--- config.mk ---
export PLATFORM = sky130hd
export DESIGN_NAME = uart_rx_frame_ctrl
export DESIGN_NICKNAME = d
export VERILOG_FILES = /design/src/rtl/uart_rx_pkg.sv /design/src/rtl/uart_rx_frame_ctrl_sampler.sv /design/src/rtl/uart_rx_frame_ctrl.sv
export SDC_FILE = /design/constraint.sdc
export NUM_CORES = 1
export LEC_CHECK = 0
export BUFFER_PORTS_ARGS = -buffer_cell sky130_fd_sc_hd__buf_2
export CORE_MARGIN = 10
export CORE_UTILIZATION = 58
export DETAILED_ROUTE_END_ITERATION = 10
export PLACE_DENSITY = 0.79
export SETUP_SLACK_MARGIN = 0.5
export SLEW_MARGIN = 20
export SYNTH_ARGS = -nofsm -noshare
export SYNTH_HDL_FRONTEND = slang
export SYNTH_SLANG_ARGS = --single-unit
--- constraint.sdc ---
create_clock -name clk -period 2 [get_ports clk]
set_input_delay 0.4 -clock clk [delete_from_list [all_inputs] [get_ports clk]]
set_output_delay 0.4 -clock clk [all_outputs]
set_load 0.01 [all_outputs]
--- src/rtl/uart_rx_pkg.sv ---
// Shared types and helpers for the UART receive frame controller.
// Optional input synchronizer is selected with UART_RX_SYNC_EN.
package uart_rx_pkg;

    localparam int MAX_DATA_WIDTH = 9;

    localparam logic PAR_EVEN = 1'b0;
    localparam logic PAR_ODD  = 1'b1;

    typedef enum logic [2:0] {
        ST_IDLE,
        ST_START,
        ST_DATA,
        ST_PARITY,
        ST_STOP
    } rx_state_t;

    // Unused upper bits are zero, so they never disturb the XOR.
    function automatic logic expected_parity(
        input logic [MAX_DATA_WIDTH-1:0] data,
        input logic                      typ
    );
        return (^data) ^ typ;
    endfunction

endpackage

--- src/rtl/uart_rx_frame_ctrl_sampler.sv ---
// 3-tap majority sampler: holds taps at M-1 and M, votes with the
// live line at M+1.
module uart_rx_sampler #(
    parameter int OVERSAMPLE = 8,
    localparam int EW = $clog2(OVERSAMPLE)
) (
    input  logic          clk,
    input  logic          rst,
    input  logic [EW-1:0] edge_cnt,
    input  logic          rx,
    output logic          majority
);

    localparam logic [EW-1:0] TAP0 = EW'(OVERSAMPLE / 2 - 1);
    localparam logic [EW-1:0] TAP1 = EW'(OVERSAMPLE / 2);

    logic s0;
    logic s1;

    always_ff @(posedge clk or posedge rst) begin
        if (rst) begin
            s0 <= 1'b0;
            s1 <= 1'b0;
        end else begin
            if (edge_cnt == TAP0) s0 <= rx;
            if (edge_cnt == TAP1) s1 <= rx;
        end
    end

    assign majority = (s0 & s1) | (s0 & rx) | (s1 & rx);

endmodule

--- src/rtl/uart_rx_frame_ctrl.sv ---
// UART receive frame controller: start/data/parity/stop FSM.
// Define UART_RX_SYNC_EN to add a 2-flop synchronizer on RX_IN.
module uart_rx_frame_ctrl
    import uart_rx_pkg::*;
#(
    parameter int DATA_WIDTH = 8,
    parameter int OVERSAMPLE = 8
) (
    input  logic                  clk,
    input  logic                  rst,
    input  logic                  RX_IN,
    input  logic                  par_en,
    input  logic                  par_typ,
    output logic [DATA_WIDTH-1:0] P_DATA,
    output logic                  data_valid,
    output logic                  par_err,
    output logic                  stop_err,
    output logic                  busy
);

    localparam int EW = $clog2(OVERSAMPLE);
    localparam int BW = $clog2(DATA_WIDTH + 1);
    localparam logic [EW-1:0] DEC  = EW'(OVERSAMPLE / 2 + 1);
    localparam logic [EW-1:0] LAST = EW'(OVERSAMPLE - 1);
    localparam logic [BW-1:0] NBITS = BW'(DATA_WIDTH);

    rx_state_t             state;
    logic [EW-1:0]         edge_cnt;
    logic [BW-1:0]         bit_cnt;
    logic [BW-1:0]         bit_next;
    logic [DATA_WIDTH-1:0] shreg;
    logic                  par_en_q;
    logic                  par_typ_q;
    logic                  par_bad;
    logic                  rx;
    logic                  maj;
    logic                  at_dec;
    logic                  at_last;
    logic [MAX_DATA_WIDTH-1:0] pad;

`ifdef UART_RX_SYNC_EN
    logic [1:0] sync_q;

    always_ff @(posedge clk or posedge rst) begin
        if (rst) sync_q <= 2'b11;
        else     sync_q <= {sync_q[0], RX_IN};
    end

    assign rx = sync_q[1];
`else
    assign rx = RX_IN;
`endif

    uart_rx_sampler #(
        .OVERSAMPLE(OVERSAMPLE)
    ) u_sampler (
        .clk      (clk),
        .rst      (rst),
        .edge_cnt (edge_cnt),
        .rx       (rx),
        .majority (maj)
    );

    assign at_dec   = (edge_cnt == DEC);
    assign at_last  = (edge_cnt == LAST);
    // With OVERSAMPLE=4 the decision and the last edge coincide.
    assign bit_next = at_dec ? bit_cnt + 1'b1 : bit_cnt;

    always_comb begin
        pad = '0;
        pad[DATA_WIDTH-1:0] = shreg;
    end

    always_ff @(posedge clk or posedge rst) begin
        if (rst) begin
            state      <= ST_IDLE;
            edge_cnt   <= '0;
            bit_cnt    <= '0;
            shreg      <= '0;
            par_en_q   <= 1'b0;
            par_typ_q  <= PAR_EVEN;
            par_bad    <= 1'b0;
            P_DATA     <= '0;
            data_valid <= 1'b0;
            par_err    <= 1'b0;
            stop_err   <= 1'b0;
            busy       <= 1'b0;
        end else begin
            data_valid <= 1'b0;
            par_err    <= 1'b0;
            stop_err   <= 1'b0;
            if (state != ST_IDLE)
                edge_cnt <= at_last ? '0 : edge_cnt + 1'b1;
            unique case (state)
                ST_IDLE: begin
                    if (!rx) begin
                        state     <= ST_START;
                        edge_cnt  <= EW'(1);
                        par_en_q  <= par_en;
                        par_typ_q <= par_typ;
                        par_bad   <= 1'b0;
                        busy      <= 1'b1;
                    end
                end
                ST_START: begin
                    if (at_dec && maj) begin
                        state    <= ST_IDLE;
                        edge_cnt <= '0;
                        busy     <= 1'b0;
                    end else if (at_last) begin
                        state   <= ST_DATA;
                        bit_cnt <= '0;
                    end
                end
                ST_DATA: begin
                    // LSB arrives first and ends up in bit 0.
                    if (at_dec) begin
                        shreg   <= {maj, shreg[DATA_WIDTH-1:1]};
                        bit_cnt <= bit_next;
                    end
                    if (at_last && bit_next == NBITS)
                        state <= par_en_q ? ST_PARITY : ST_STOP;
                end
                ST_PARITY: begin
                    if (at_dec)
                        par_bad <= maj != expected_parity(pad, par_typ_q);
                    if (at_last)
                        state <= ST_STOP;
                end
                ST_STOP: begin
                    if (at_dec) begin
                        state    <= ST_IDLE;
                        edge_cnt <= '0;
                        busy     <= 1'b0;
                        stop_err <= ~maj;
                        par_err  <= par_bad;
                        if (maj && !par_bad) begin
                            P_DATA     <= shreg;
                            data_valid <= 1'b1;
                        end
                    end
                end
                default: begin
                    state <= ST_IDLE;
                    busy  <= 1'b0;
                end
            endcase
        end
    end

endmodule

Word-level counts from Yosys, hierarchy flattened
Cells that the tools add are included.
{"block": "word_totals", "regBits": 35}
{"block": "classes", "mux": 33, "bitwise_logic": 9, "eq_ne": 20, "addsub": 2, "reduce_logical": 17}
{"operator": "$mux W3", "count": 12}
{"operator": "$ne A2 B2 Y1 const B", "count": 9}
{"operator": "$mux W4", "count": 4}
{"operator": "$pmux W3 S5", "count": 1}
{"operator": "$eq A3 B3 Y1 const B", "count": 4}
{"operator": "$mux W1", "count": 12}
{"operator": "$eq A3 B2 Y1 const B", "count": 3}
{"operator": "$pmux W3 S3", "count": 1}
{"operator": "$reduce_xor A9 Y1", "count": 1}
{"operator": "$pmux W4 S2", "count": 1}
{"operator": "$reduce_and A4 Y1", "count": 2}
{"operator": "$reduce_and A3 Y1", "count": 2}
{"operator": "$reduce_and A5 Y1", "count": 1}
{"operator": "$add A4 B1 Y4 const B", "count": 1}
{"operator": "$eq A4 B4 Y1 const B", "count": 1}
{"operator": "$pmux W1 S4", "count": 1}
{"operator": "$reduce_and A2 Y1", "count": 2}
{"operator": "$reduce_bool A2 Y1", "count": 2}
{"operator": "$add A3 B1 Y3 const B", "count": 1}
{"operator": "$and A1 B1 Y1", "count": 3}
{"operator": "$eq A3 B1 Y1 const B", "count": 1}
{"operator": "$logic_and A1 B1 Y1", "count": 3}
{"operator": "$logic_not A3 Y1", "count": 1}
{"operator": "$ne A3 B3 Y1 const B", "count": 1}
{"operator": "8 further kinds", "count": 11}

Longest topological paths before layout
{"block": "logic_depth", "ltp_word": 7, "depth_mapped": 8}

Hierarchy
A second synthesis with hierarchy kept.
{"block": "hier_totals", "cells_unflattened": 176, "hier_area_um2": 1836.8}
{"module": "uart_rx_frame_ctrl", "cells_per_inst": 168, "area_per_inst_um2": 1726.7, "instances": 1}
{"module": "uart_rx_sampler", "cells_per_inst": 8, "area_per_inst_um2": 110.1, "instances": 1}

Worst setup path after synthesis
Ideal clock, no wire load.
{"block": "synth_timing", "path_type": "register to register", "start": "register edge_cnt[0]", "end": "register state[1]", "setup_slack_ns": 0.237, "path_stages_with_launch": 8, "setup_time_ns": 0.080, "arrival_time_ns": 1.683, "n_path_buf": 1, "required_ns": 1.920, "cell_sequence": "dfrtp_1 ha_1 and2_1 buf_6 a2111oi_4 a31oi_1 o221a_1 nor3_2"}
{"block": "synth_between", "elab_chain_cells": 6, "word_cells_on_any_way": 13}
{"item": "from (decl)", "line": "uart_rx_frame_ctrl.sv:28", "source": "logic [EW-1:0] edge_cnt;"}
{"item": "from (signal assigned)", "line": "uart_rx_frame_ctrl.sv:93", "source": "edge_cnt <= at_last ? '0 : edge_cnt + 1'b1;"}
{"item": "$eq A3 B3 Y1", "line": "uart_rx_frame_ctrl.sv:64", "source": "assign at_dec = (edge_cnt == DEC);"}
{"item": "$mux W4", "line": "uart_rx_frame_ctrl.sv:67", "source": "assign bit_next = at_dec ? bit_cnt + 1'b1 : bit_cnt;"}
{"item": "$eq A4 B4 Y1", "line": "uart_rx_frame_ctrl.sv:121", "source": "if (at_last && bit_next == NBITS)"}
{"item": "$logic_and A1 B1 Y1", "line": "uart_rx_frame_ctrl.sv:121"}
{"item": "$ne A2 B2 Y1 (no source line)"}
{"item": "$reduce_and A5 Y1 (no source line)"}
{"item": "to (signal assigned)", "line": "uart_rx_frame_ctrl.sv:122", "source": "state <= par_en_q ? ST_PARITY : ST_STOP;"}
{"item": "to (decl)", "line": "uart_rx_frame_ctrl.sv:27", "source": "rx_state_t state;"}
Parallel ways exist; a longest one is shown, timed or not.
A chain may end at the register's enable or synchronous reset.

Worst setup path after layout
{"block": "layout_timing", "start": "register edge_cnt[1]", "end": "register state[0]"}
Same word-level chain as after synthesis.

==> results.yml <==
run_status:
  status: "completed"
timing:
  slew_violations: 0
  final.setup_skew_ns: 0.0145
  final_worst_path_period_need_ns: 1.85
  max_clock_freq_mhz: 542
  timing.final.setup_violations: 0
  fin_hold_ws_ns: 0.118
  tns_ns: 0
  period_share: 0.923
  worstMarginPinSlew_ns: 0.545
  final_hold_vios: 0
  timing.max_slew.rel_slack: 0.633
  grt_setup_unrepaired: "true"
layout:
  areaGrowthSynthToFinish_pct: 29.0
  fin_area_mm2: 0.00230
  num_antenna_cells: 0
  most-common-layout-cells: "sky130_fd_sc_hd__nand2_1, sky130_fd_sc_hd__dfrtp_1, sky130_fd_sc_hd__buf_4"
  mostFrequentLayoutCell: "sky130_fd_sc_hd__nand2_1"
  final_std_cells_w_o_fill: 250
  nNetsFinal: 227
  drive_above_1_share: 0.415
critical_path:
  worst_ep_arrival_time_ns: 2.08
  critical_path.startpoint_type: "flip-flop"
  cell_count_of_the_worst_reg_to_reg_path: 8
  reg2reg_from: "edge_cnt[1]"
  worstSetupPathType: "flip-flop to flip-flop"
  worst_path_maximum_fanout: 4
  worst-endpoint-required_ns: 2.23
  timing.critical_path.to_type: "flip-flop"
  rrSetupSlack_ns: 0.15
  r2r_end: "state[0]"
clock_tree:
  cts-htree-levels: 2
  clkSlewWorstSetupHoldPaths_ns: 0.12
  cts-buffers-inserted: 5
  worst_skew_pair.late_latency_ns: 0.35
  clockRootBuffer: "sky130_fd_sc_hd__clkbuf_4"
  tritoncts_num_sinks: 35
  cts-root-to-sink-buffers: 2
  cts_hold_repair.buffers: 0
  cts_tree: "built"
route:
  detailed_routed_wire_length_on_met2_um: 2370
  drt-wirelength-per-cell_um: 18.9
  dr_wl_met3_um: 251
  antenna_left: 0
  topRoutingLayerUsed: "met4"
  detail_route.wirelength_um: 4720
  total_via_count_after_detailed_routing: 1516
  wirelength_met1_um: 1900
  post-route-drc-count: 0
  drtPass1Iterations: 4
  drt_first_iter_violations: 171
  vias_per_cell: 6.06
global_route:
  first_global_vias: 1502
  first_pass_grt_wire_length_um: 7100
  maximum_number_of_pins_on_one_net_before_global_route_repair: 36
  globalRouteOverflowTotal: 0
  grt_antenna_before_repair: 0
  grt_usage: 0.163
place:
  routabilityCongestion: 0.856
  placedInstanceArea_mm2: 0.00193
  place.detailed.instances: 225
  io_buffer_count: 16
  hpwlAfterDp_um: 2670
die:
  die_area_mm2: 0.00569
  initial_standard_cell_utilization_of_the_core: 0.593
  floorplan.die.width_um: 75.4
  rows: 20
  die-height_um: 75.4
  pin_count: 17
  area_of_the_placeable_core_mm2: 0.00300
pwr:
  leakagePower_nw: 1.10
  p_total_mw: 3.18
  power-per-cell-area_mw_per_mm2: 1380
  ir_worst_vdd_uv: 675
synthesis:
  cell_types_with_the_largest_area_share_after_synthesis: "sky130_fd_sc_hd__dfrtp_1, sky130_fd_sc_hd__mux2_2, sky130_fd_sc_hd__nand2_1, sky130_fd_sc_hd__ha_1, sky130_fd_sc_hd__xnor2_1"
  synth_seq_area_share: 0.492
  synth_top_area_frac: 0.492
  synth_warnings: 0
  ys_types: 41
  synth_largest_area_cell: "sky130_fd_sc_hd__dfrtp_1"
  synth_enable_flop_cells: 0
  synth_nets: 187
  async_flop_share: 1.00
  ff_latch_count_synth: 35
  avgSynthCellArea_um2: 10.1
  synth_top_flop_cell: "sky130_fd_sc_hd__dfrtp_1"
  number_of_instances_in_the_synthesized_netlist: 176
  post_synth_instance_area_mm2: 0.00178
worst_hold_path:
  worst_hold_class: "input pin to asynchronous set/reset pin"
job:
  max-cap-violations: 0
==> sequential cells by signal (all words and copies together), names as in the netlist <==
| register | count |
|---|---|
| P_DATA | 8 |
| edge_cnt | 3 |
| par_bad | 1 |
| par_typ_q | 1 |
| stop_err | 1 |
| u_sampler.s0 | 1 |
| u_sampler.s1 | 1 |
| state | 3 |
| shreg | 8 |
| par_err | 1 |
| data_valid | 1 |
| bit_cnt | 4 |
| busy | 1 |
| par_en_q | 1 |
==> synthesized netlist by cell type, types with 2 or more instances <==
cell type,n
sky130_fd_sc_hd__clkbuf_1,2
sky130_fd_sc_hd__nand2_2,2
sky130_fd_sc_hd__dfrtp_1,35
sky130_fd_sc_hd__xnor2_1,8
sky130_fd_sc_hd__mux2_2,11
sky130_fd_sc_hd__inv_1,10
sky130_fd_sc_hd__xor2_1,2
sky130_fd_sc_hd__o21ai_0,13
sky130_fd_sc_hd__nand3b_1,2
sky130_fd_sc_hd__o31ai_1,2
sky130_fd_sc_hd__nor2_1,11
sky130_fd_sc_hd__ha_1,6
sky130_fd_sc_hd__nand3_1,6
sky130_fd_sc_hd__a21oi_1,6
sky130_fd_sc_hd__nor3_1,2
sky130_fd_sc_hd__nand2_1,30
sky130_fd_sc_hd__a31oi_1,3
sky130_fd_sc_hd__a22o_1,2
==> cells by family after synthesis <==
group / share of synthesized area
simple gates: 0.157
mux: 0.0696
buf+inv: 0.0372
xor+xnor: 0.0492
flops: 0.492
fa+ha+maj: 0.0499
compound gates: 0.145
==> worst max-delay path, stage by stage (launching register included) <==
cell	delay, ns
sky130_fd_sc_hd__dfrtp_2	0.46
sky130_fd_sc_hd__inv_2	0.10
sky130_fd_sc_hd__ha_4	0.17
sky130_fd_sc_hd__nand2_4	0.06
sky130_fd_sc_hd__o21ai_0	0.44
sky130_fd_sc_hd__a211oi_4	0.12
sky130_fd_sc_hd__buf_4	0.15
sky130_fd_sc_hd__o21ai_2	0.14
sky130_fd_sc_hd__o22ai_1	0.09
==> final cells by class <==
class	count	area [um^2]
timing repair buffer	37	245
fill	178	706
tap	33	41.3
multi-input combinational	127	1010
inverter	10	37.5
clock inverter	3	43.8
sequential	35	886
clock buffer	5	37.5
==> per-layer routing <==
layer | GRT usage | vias up
li1 | - | 688
met1 | 0.182 | 757
met2 | 0.282 | 48
met3 | 0.0508 | 23
met4 | 0.0619 | 0
met5 | 0 | -
==> how the worst max path moves through the flow <==
stage / startpoint / endpoint / slack (ns) / depth (start not counted)
global placement: edge_cnt[1] / state[1] / 0.21 / 7
floorplan: edge_cnt[1] / bit_cnt[3] / 0.33 / 7
finish: edge_cnt[1] / state[0] / 0.15 / 8
detailed placement: edge_cnt[0] / bit_cnt[3] / 0.16 / 6
CTS: edge_cnt[0] / state[1] / 0.27 / 7
global route: edge_cnt[1] / state[0] / 0.10 / 8
==> repair_timing <==
action	in CTS	in global routing
setup endpoints to repair	27	30
resized for setup	24	18
cloned	1	0
setup buffers	12	4
pin swaps	11	13
==> power by group <==
group / leakage, nW / total [mW] / internal [mW] / switching, mW
clock network: 0.0452 / 0.516 / 0.263 / 0.254
registers: 0.454 / 1.21 / 0.900 / 0.315
logic: 0.604 / 1.45 / 0.703 / 0.747
==> through the flow <==
stage | utilization | setup slack (ns)
floorplan | - | 0.326
global placement | 0.644 | 0.205
detailed placement | 0.644 | 0.155
CTS | 0.728 | 0.269
global route | 0.765 | 0.102
finish | 0.765 | 0.155
Power figures use the tool's default switching activity.
